--- src/rtl/dmaster_p2b_converter.sv ---
// Packets-to-bytes converter: expands Avalon-ST packet beats into an escaped byte stream.
// Define DMASTER_P2B_CHANNEL_EN to emit channel markers; otherwise in_channel is ignored.
//
// state     | meaning
// IDLE      | no byte pending, ready for a beat
// CHAN_MARK | presenting 0x7C
// CHAN_ESC  | presenting 0x7D ahead of a special channel number
// CHAN      | presenting channel number (escaped if special)
// SOP_MARK  | presenting 0x7A
// EOP_MARK  | presenting 0x7B
// DATA_ESC  | presenting 0x7D ahead of a special payload byte
// DATA      | presenting payload byte (escaped if special)
module dmaster_p2b_converter (
    input  logic       clk,
    input  logic       reset_n,
    output logic       in_ready,
    input  logic       in_valid,
    input  logic [7:0] in_data,
    input  logic [7:0] in_channel,
    input  logic       in_startofpacket,
    input  logic       in_endofpacket,
    input  logic       out_ready,
    output logic       out_valid,
    output logic [7:0] out_data
);

    typedef enum logic [2:0] {
        S_IDLE, S_CHAN_MARK, S_CHAN_ESC, S_CHAN,
        S_SOP_MARK, S_EOP_MARK, S_DATA_ESC, S_DATA
    } state_t;

    state_t     r_state;
    state_t     w_state_nxt;
    logic       r_out_valid;
    logic [7:0] r_out_data;
    logic [7:0] r_data;
    logic [7:0] r_chan;
    logic       r_sop;
    logic       r_eop;
    logic       w_accept;
    logic       w_adv;
    logic       w_need_chan;
    logic [7:0] w_sel_data;
    logic [7:0] w_sel_chan;
    logic [7:0] w_byte_nxt;

    function automatic logic f_special(input logic [7:0] b);
        return (b >= 8'h7A) && (b <= 8'h7D);
    endfunction

    function automatic state_t f_data_first(input logic [7:0] d);
        return f_special(d) ? S_DATA_ESC : S_DATA;
    endfunction

    function automatic state_t f_after_sop(input logic eop, input logic [7:0] d);
        return eop ? S_EOP_MARK : f_data_first(d);
    endfunction

    function automatic state_t f_after_chan(input logic sop, input logic eop, input logic [7:0] d);
        return sop ? S_SOP_MARK : f_after_sop(eop, d);
    endfunction

`ifdef DMASTER_P2B_CHANNEL_EN
    logic [7:0] r_last_chan;

    assign w_need_chan = in_startofpacket || (in_channel != r_last_chan);

    always_ff @(posedge clk or negedge reset_n) begin
        if (!reset_n)
            r_last_chan <= 8'h00;
        else if (w_adv && (r_state == S_CHAN))
            r_last_chan <= r_chan;
    end
`else
    assign w_need_chan = 1'b0;
`endif

    assign w_accept = in_valid && in_ready;
    assign w_adv    = r_out_valid && out_ready;

    // State register, output byte register and beat holding register
    always_ff @(posedge clk or negedge reset_n) begin
        if (!reset_n) begin
            r_state     <= S_IDLE;
            r_out_valid <= 1'b0;
            r_out_data  <= 8'h00;
            r_data      <= 8'h00;
            r_chan      <= 8'h00;
            r_sop       <= 1'b0;
            r_eop       <= 1'b0;
        end else begin
            r_state     <= w_state_nxt;
            r_out_valid <= (w_state_nxt != S_IDLE);
            r_out_data  <= w_byte_nxt;
            if (w_accept) begin
                r_data <= in_data;
                r_chan <= in_channel;
                r_sop  <= in_startofpacket;
                r_eop  <= in_endofpacket;
            end
        end
    end

    always_comb begin
        w_state_nxt = r_state;
        if (w_accept) begin
            w_state_nxt = w_need_chan ? S_CHAN_MARK
                        : f_after_chan(in_startofpacket, in_endofpacket, in_data);
        end else if (w_adv) begin
            case (r_state)
                S_CHAN_MARK: w_state_nxt = f_special(r_chan) ? S_CHAN_ESC : S_CHAN;
                S_CHAN_ESC:  w_state_nxt = S_CHAN;
                S_CHAN:      w_state_nxt = f_after_chan(r_sop, r_eop, r_data);
                S_SOP_MARK:  w_state_nxt = f_after_sop(r_eop, r_data);
                S_EOP_MARK:  w_state_nxt = f_data_first(r_data);
                S_DATA_ESC:  w_state_nxt = S_DATA;
                default:     w_state_nxt = S_IDLE;
            endcase
        end
    end

    // The byte is computed for the state being entered so out_data is registered with it;
    // while stalled the state and holding register are unchanged, so the byte holds.
    always_comb begin
        in_ready   = (r_state == S_IDLE) || ((r_state == S_DATA) && out_ready);
        w_sel_data = w_accept ? in_data : r_data;
        w_sel_chan = w_accept ? in_channel : r_chan;
        w_byte_nxt = 8'h00;
        case (w_state_nxt)
            S_CHAN_MARK: w_byte_nxt = 8'h7C;
            S_CHAN_ESC:  w_byte_nxt = 8'h7D;
            S_CHAN:      w_byte_nxt = f_special(w_sel_chan) ? (w_sel_chan ^ 8'h20) : w_sel_chan;
            S_SOP_MARK:  w_byte_nxt = 8'h7A;
            S_EOP_MARK:  w_byte_nxt = 8'h7B;
            S_DATA_ESC:  w_byte_nxt = 8'h7D;
            S_DATA:      w_byte_nxt = f_special(w_sel_data) ? (w_sel_data ^ 8'h20) : w_sel_data;
            default:     w_byte_nxt = 8'h00;
        endcase
    end

    assign out_valid = r_out_valid;
    assign out_data  = r_out_data;

endmodule

--- config.mk ---
export PLATFORM = sky130hd
export DESIGN_NAME = dmaster_p2b_converter
export DESIGN_NICKNAME = d
export VERILOG_FILES = /design/src/rtl/dmaster_p2b_converter.sv
export SDC_FILE = /design/constraint.sdc
export NUM_CORES = 1
export LEC_CHECK = 0
export ABC_AREA = 1
export BUFFER_PORTS_ARGS = -buffer_cell sky130_fd_sc_hd__buf_2
export CAP_MARGIN = 20
export CORE_UTILIZATION = 58
export CTS_CLUSTER_DIAMETER = 120
export CTS_CLUSTER_SIZE = 20
export DETAILED_ROUTE_END_ITERATION = 10
export PLACE_DENSITY = 0.81
export SETUP_SLACK_MARGIN = 0.2
export SLEW_MARGIN = 5
export SYNTH_ARGS = -nofsm -noshare
export SYNTH_HDL_FRONTEND = slang
export SYNTH_SLANG_ARGS = --single-unit
--- constraint.sdc ---
create_clock -name clk -period 3.1 [get_ports clk]
set_clock_uncertainty 0.15 [all_clocks]
set_input_delay 0.155 -clock clk [delete_from_list [all_inputs] [get_ports clk]]
set_output_delay 0.155 -clock clk [all_outputs]
set_load 0.05 [all_outputs]
==> Implementation_results.wiki <==
{| class="wikitable"
! Metric !! Value
|-
| Outcome || completed
|-
| Area of the core region || 2570 um2
|-
| Effective utilization at floorplan || a little under two thirds
|-
| Global-route congestion overflow total || 0
|-
| Internal Dissipation || 1.06 mW
|-
| # diodes || 0
|-
| Sum of routed wire length over all layers || 3680 um
|-
| Measured slew at the worst slew-check pin || ~0.65 ns
|-
| DPL Wire Length || 2570 um
|-
| Finished Core Util || 77.2%
|-
| Number of max-capacitance violations reported || 0
|-
| Fraction of power consumed by sequential logic || 29.9%
|-
| Type of element capturing the critical path || flop
|-
| Most common cell after layout, fill and taps aside || sky130_fd_sc_hd__nand2_1
|-
| Critical Path Fanout Max || 26
|-
| NumNets Final || 289
|-
| Net Switching || 1.15 mW
|-
| Portion of the clock cycle consumed by the worst path in the final layout || ~75%
|-
| Drt drc || 0
|-
| Type of element launching the critical path || flop
|-
| Antenna violation net count after detailed routing || 0
|-
| H-tree Lvls || 2
|-
| I/O pin total || 32
|-
| Most used cells in the layout excluding fill and tap cells || sky130_fd_sc_hd__nand2_1, sky130_fd_sc_hd__buf_2, sky130_fd_sc_hd__dfrtp_1
|-
| Layout area overhead || 20.7%
|-
| Leakage || ~1.1 nW
|-
| Worst slew margin relative to its limit || 56.6%
|-
| Die area || 3050 um2
|-
| Vias per inst || 5.09
|-
| Critical setup path kind || reg -> reg
|-
| Wire length of the first global-routing pass || 6270 um
|-
| Area fraction in and, or, nand and nor cells after synthesis || 36.2%
|-
| Final sum of negative setup slack || 0 ns
|-
| Largest family of logic cells by synthesized area || simple AND/OR/NAND/NOR gates
|-
| Port-buffer cells || 31
|-
| Die Span Y || 55.2 um
|-
| Die Wd || 55.2 um
|-
| Sequential share of the synthesized area || 45.7%
|-
| Synthesized netlist cell count || 220
|-
| Violation count after the first detailed-routing iteration || 78
|-
| Wire length per cell || 12.3 um
|-
| Post-synth net total || roughly 240
|-
| Net switching fraction of the power || 52.0%
|-
| Insertion delay to the later sink of the worst-skew pair || 0.33 ns
|-
| Post CTS Setup Buffer Count || 0
|-
| Post-synthesis compound-gate area fraction || 7.77%
|-
| Adder-cell area share of the yosys netlist || 0%
|-
| Final weighted congestion of routability-driven global placement || about 0.89
|-
| Largest voltage drop on the vdd net || 0.863 mV
|-
| Final setup violating endpoints || 0
|-
| Worst Hold Class || in -> reg
|-
| Total CTS buffers || 5
|-
| Buffer cell driving the clock tree root || sky130_fd_sc_hd__clkbuf_4
|-
| Largest net degree at the start of global routing || 31
|-
| Number of synthesized register bits || 30
|-
| Ratio of cells with drive above 1 in the final layout || between 20% and 30%
|-
| Pwr per Cell Area || 1110 nW/um2
|-
| Number of warnings issued by yosys || 0
|-
| Post-synthesis mux area share || 0%
|-
| Setup repair after global routing missed its margin || no
|-
| Max clock buf depth || 2
|-
| Clk pin slew, worst setup/hold paths || 0.10 ns
|-
| Initial antenna violation count || 0
|-
| Summed instance area of the synthesized netlist || ~1600 um2
|-
| Clock period minus worst slack || 2.34 ns
|-
| Cell count of the worst hold path || 3
|-
| Proportion of power drawn by the clock network || a little over a tenth
|-
| Mean instance size in the synthesized netlist || 7.46 um2
|-
| Slew Viols, Final || 0
|-
| Worst path required time || 3.18 ns
|-
| Combinational share of power || 59.1%
|-
| Worst Path Arrival || 2.42 ns
|-
| Number of clock sinks seen by CTS || 30
|-
| Via count of the first global-routing pass || 1403
|-
| Synth cell types || 27
|-
| Cells on worst reg2reg path || 11
|-
| TritonCTS clock tree || built
|-
| Total number of vias || approximately 1500
|-
| Max Freq || 428 MHz
|-
| Total global-route track usage || 26.3%
|-
| Number of rows created at floorplan || 18
|-
| Number of iterations in the first detailed-routing pass || 6
|-
| Final Hold Fails || 0
|-
| Xor and xnor area share after synthesis || 0.534%
|}
[per-layer routing]
layer  wire (um)  up-vias  global-route usage, %
li1            -      787                      -
met1        1740      674                   36.7
met2        1650       49                   39.6
met3         244        6                   7.73
met4          46        0                   8.21
met5           0        -                      0
[cell usage after synthesis, drive strengths merged]
library cell | count | area share (%)
a21oi | 5 | 1.8
buf | 5 | 3.2
clkinv | 1 | 0.23
dfrtp | 30 | 46
inv | 27 | 6.3
nand2 | 91 | 22
nand3 | 15 | 5.5
nand3b | 1 | 0.46
nand4 | 7 | 2.7
nor2 | 19 | 5.0
nor3 | 1 | 0.30
o211ai | 2 | 0.91
o21ai | 13 | 5.1
or2 | 2 | 0.76
xor2 | 1 | 0.53
[critical path, stage by stage, from the launching register on]
cell and delay (ns):
sky130_fd_sc_hd__dfrtp_1 0.44, sky130_fd_sc_hd__nand2_1 0.11, sky130_fd_sc_hd__o21ai_4 0.24, sky130_fd_sc_hd__nand2_4 0.24
sky130_fd_sc_hd__inv_4 0.22, sky130_fd_sc_hd__a21oi_2 0.05, sky130_fd_sc_hd__nand2_2 0.09, sky130_fd_sc_hd__nand2_1 0.23
sky130_fd_sc_hd__nand3_1 0.22, sky130_fd_sc_hd__clkinv_1 0.11, sky130_fd_sc_hd__nand2_1 0.07, sky130_fd_sc_hd__nand2_1 0.05
[layout make-up]
cell class	count	area [um2]
flip-flops and latches	30	751
multi-input cells	157	731
fillers	202	586
repair buffers	45	295
inverters	28	108
clock buffers	7	55.1
well taps	30	37.5
clock inverters	1	5.00
[logic make-up after synthesis]
logic type	count (synthesis)
buffers and inverters	33
AO/OA/AOI/OAI	20
flip-flops	30
AND/OR/NAND/NOR	136
XOR/XNOR	1
[state kept, by name (all words and copies together), names as in the netlist]
register   flops
out_valid      1
r_eop          1
r_sop          1
r_chan         8
out_data       8
r_state        3
r_data         8
[final timing paths]
kind | startpoint | to | slack (ns)
setup / recovery | r_state[2] | out_data[5] | 0.76
hold reg to reg | r_data[0] | r_data[0] | 0.34
max in group asynchronous | reset_n | r_data[5] | 2.14
setup reg to reg | r_state[2] | out_data[5] | 0.76
min in group asynchronous | reset_n | r_data[1] | 0.22
hold / removal | in_data[2] | r_data[2] | 0.01
[through the flow]
| stage | area, um2 | power (mW) | hold slack [ns] | setup WS, ns | std cells |
|---|---|---|---|---|---|
| 6_report | 1980 | 2.21 | 0.0111 | 0.762 | 298 |
| 5_1_grt | 1980 | 2.39 | 0.0353 | 0.561 | 298 |
| 4_1_cts | 1980 | 2.20 | 0.00441 | 0.797 | 298 |
| 3_5_place_dp | 1780 | 1.93 | 0.0707 | 0.838 | 276 |
| 3_3_place_gp | 1780 | 1.92 | 0.0716 | 0.920 | 276 |
| 2_1_floorplan | 1640 | 1.72 | -0.291 | 1.10 | 220 |
[timing repair]
item | CTS | global route
resized for setup | 0 | 0
endpoints found under the hold margin | 44 | 0
setup endpoints to repair | 0 | 0
hold buffers | 14 | 0
[power by group through the flow]
stage	clock, mW	combinational (mW)	sequential [mW]
finish	0.243	1.30	0.660
global route	0.261	1.45	0.678
CTS	0.246	1.30	0.659
detailed placement	0	1.27	0.664
global placement	0	1.26	0.663
floorplan	0	0.889	0.835
No activity file was read; power rests on OpenSTA's default activity.
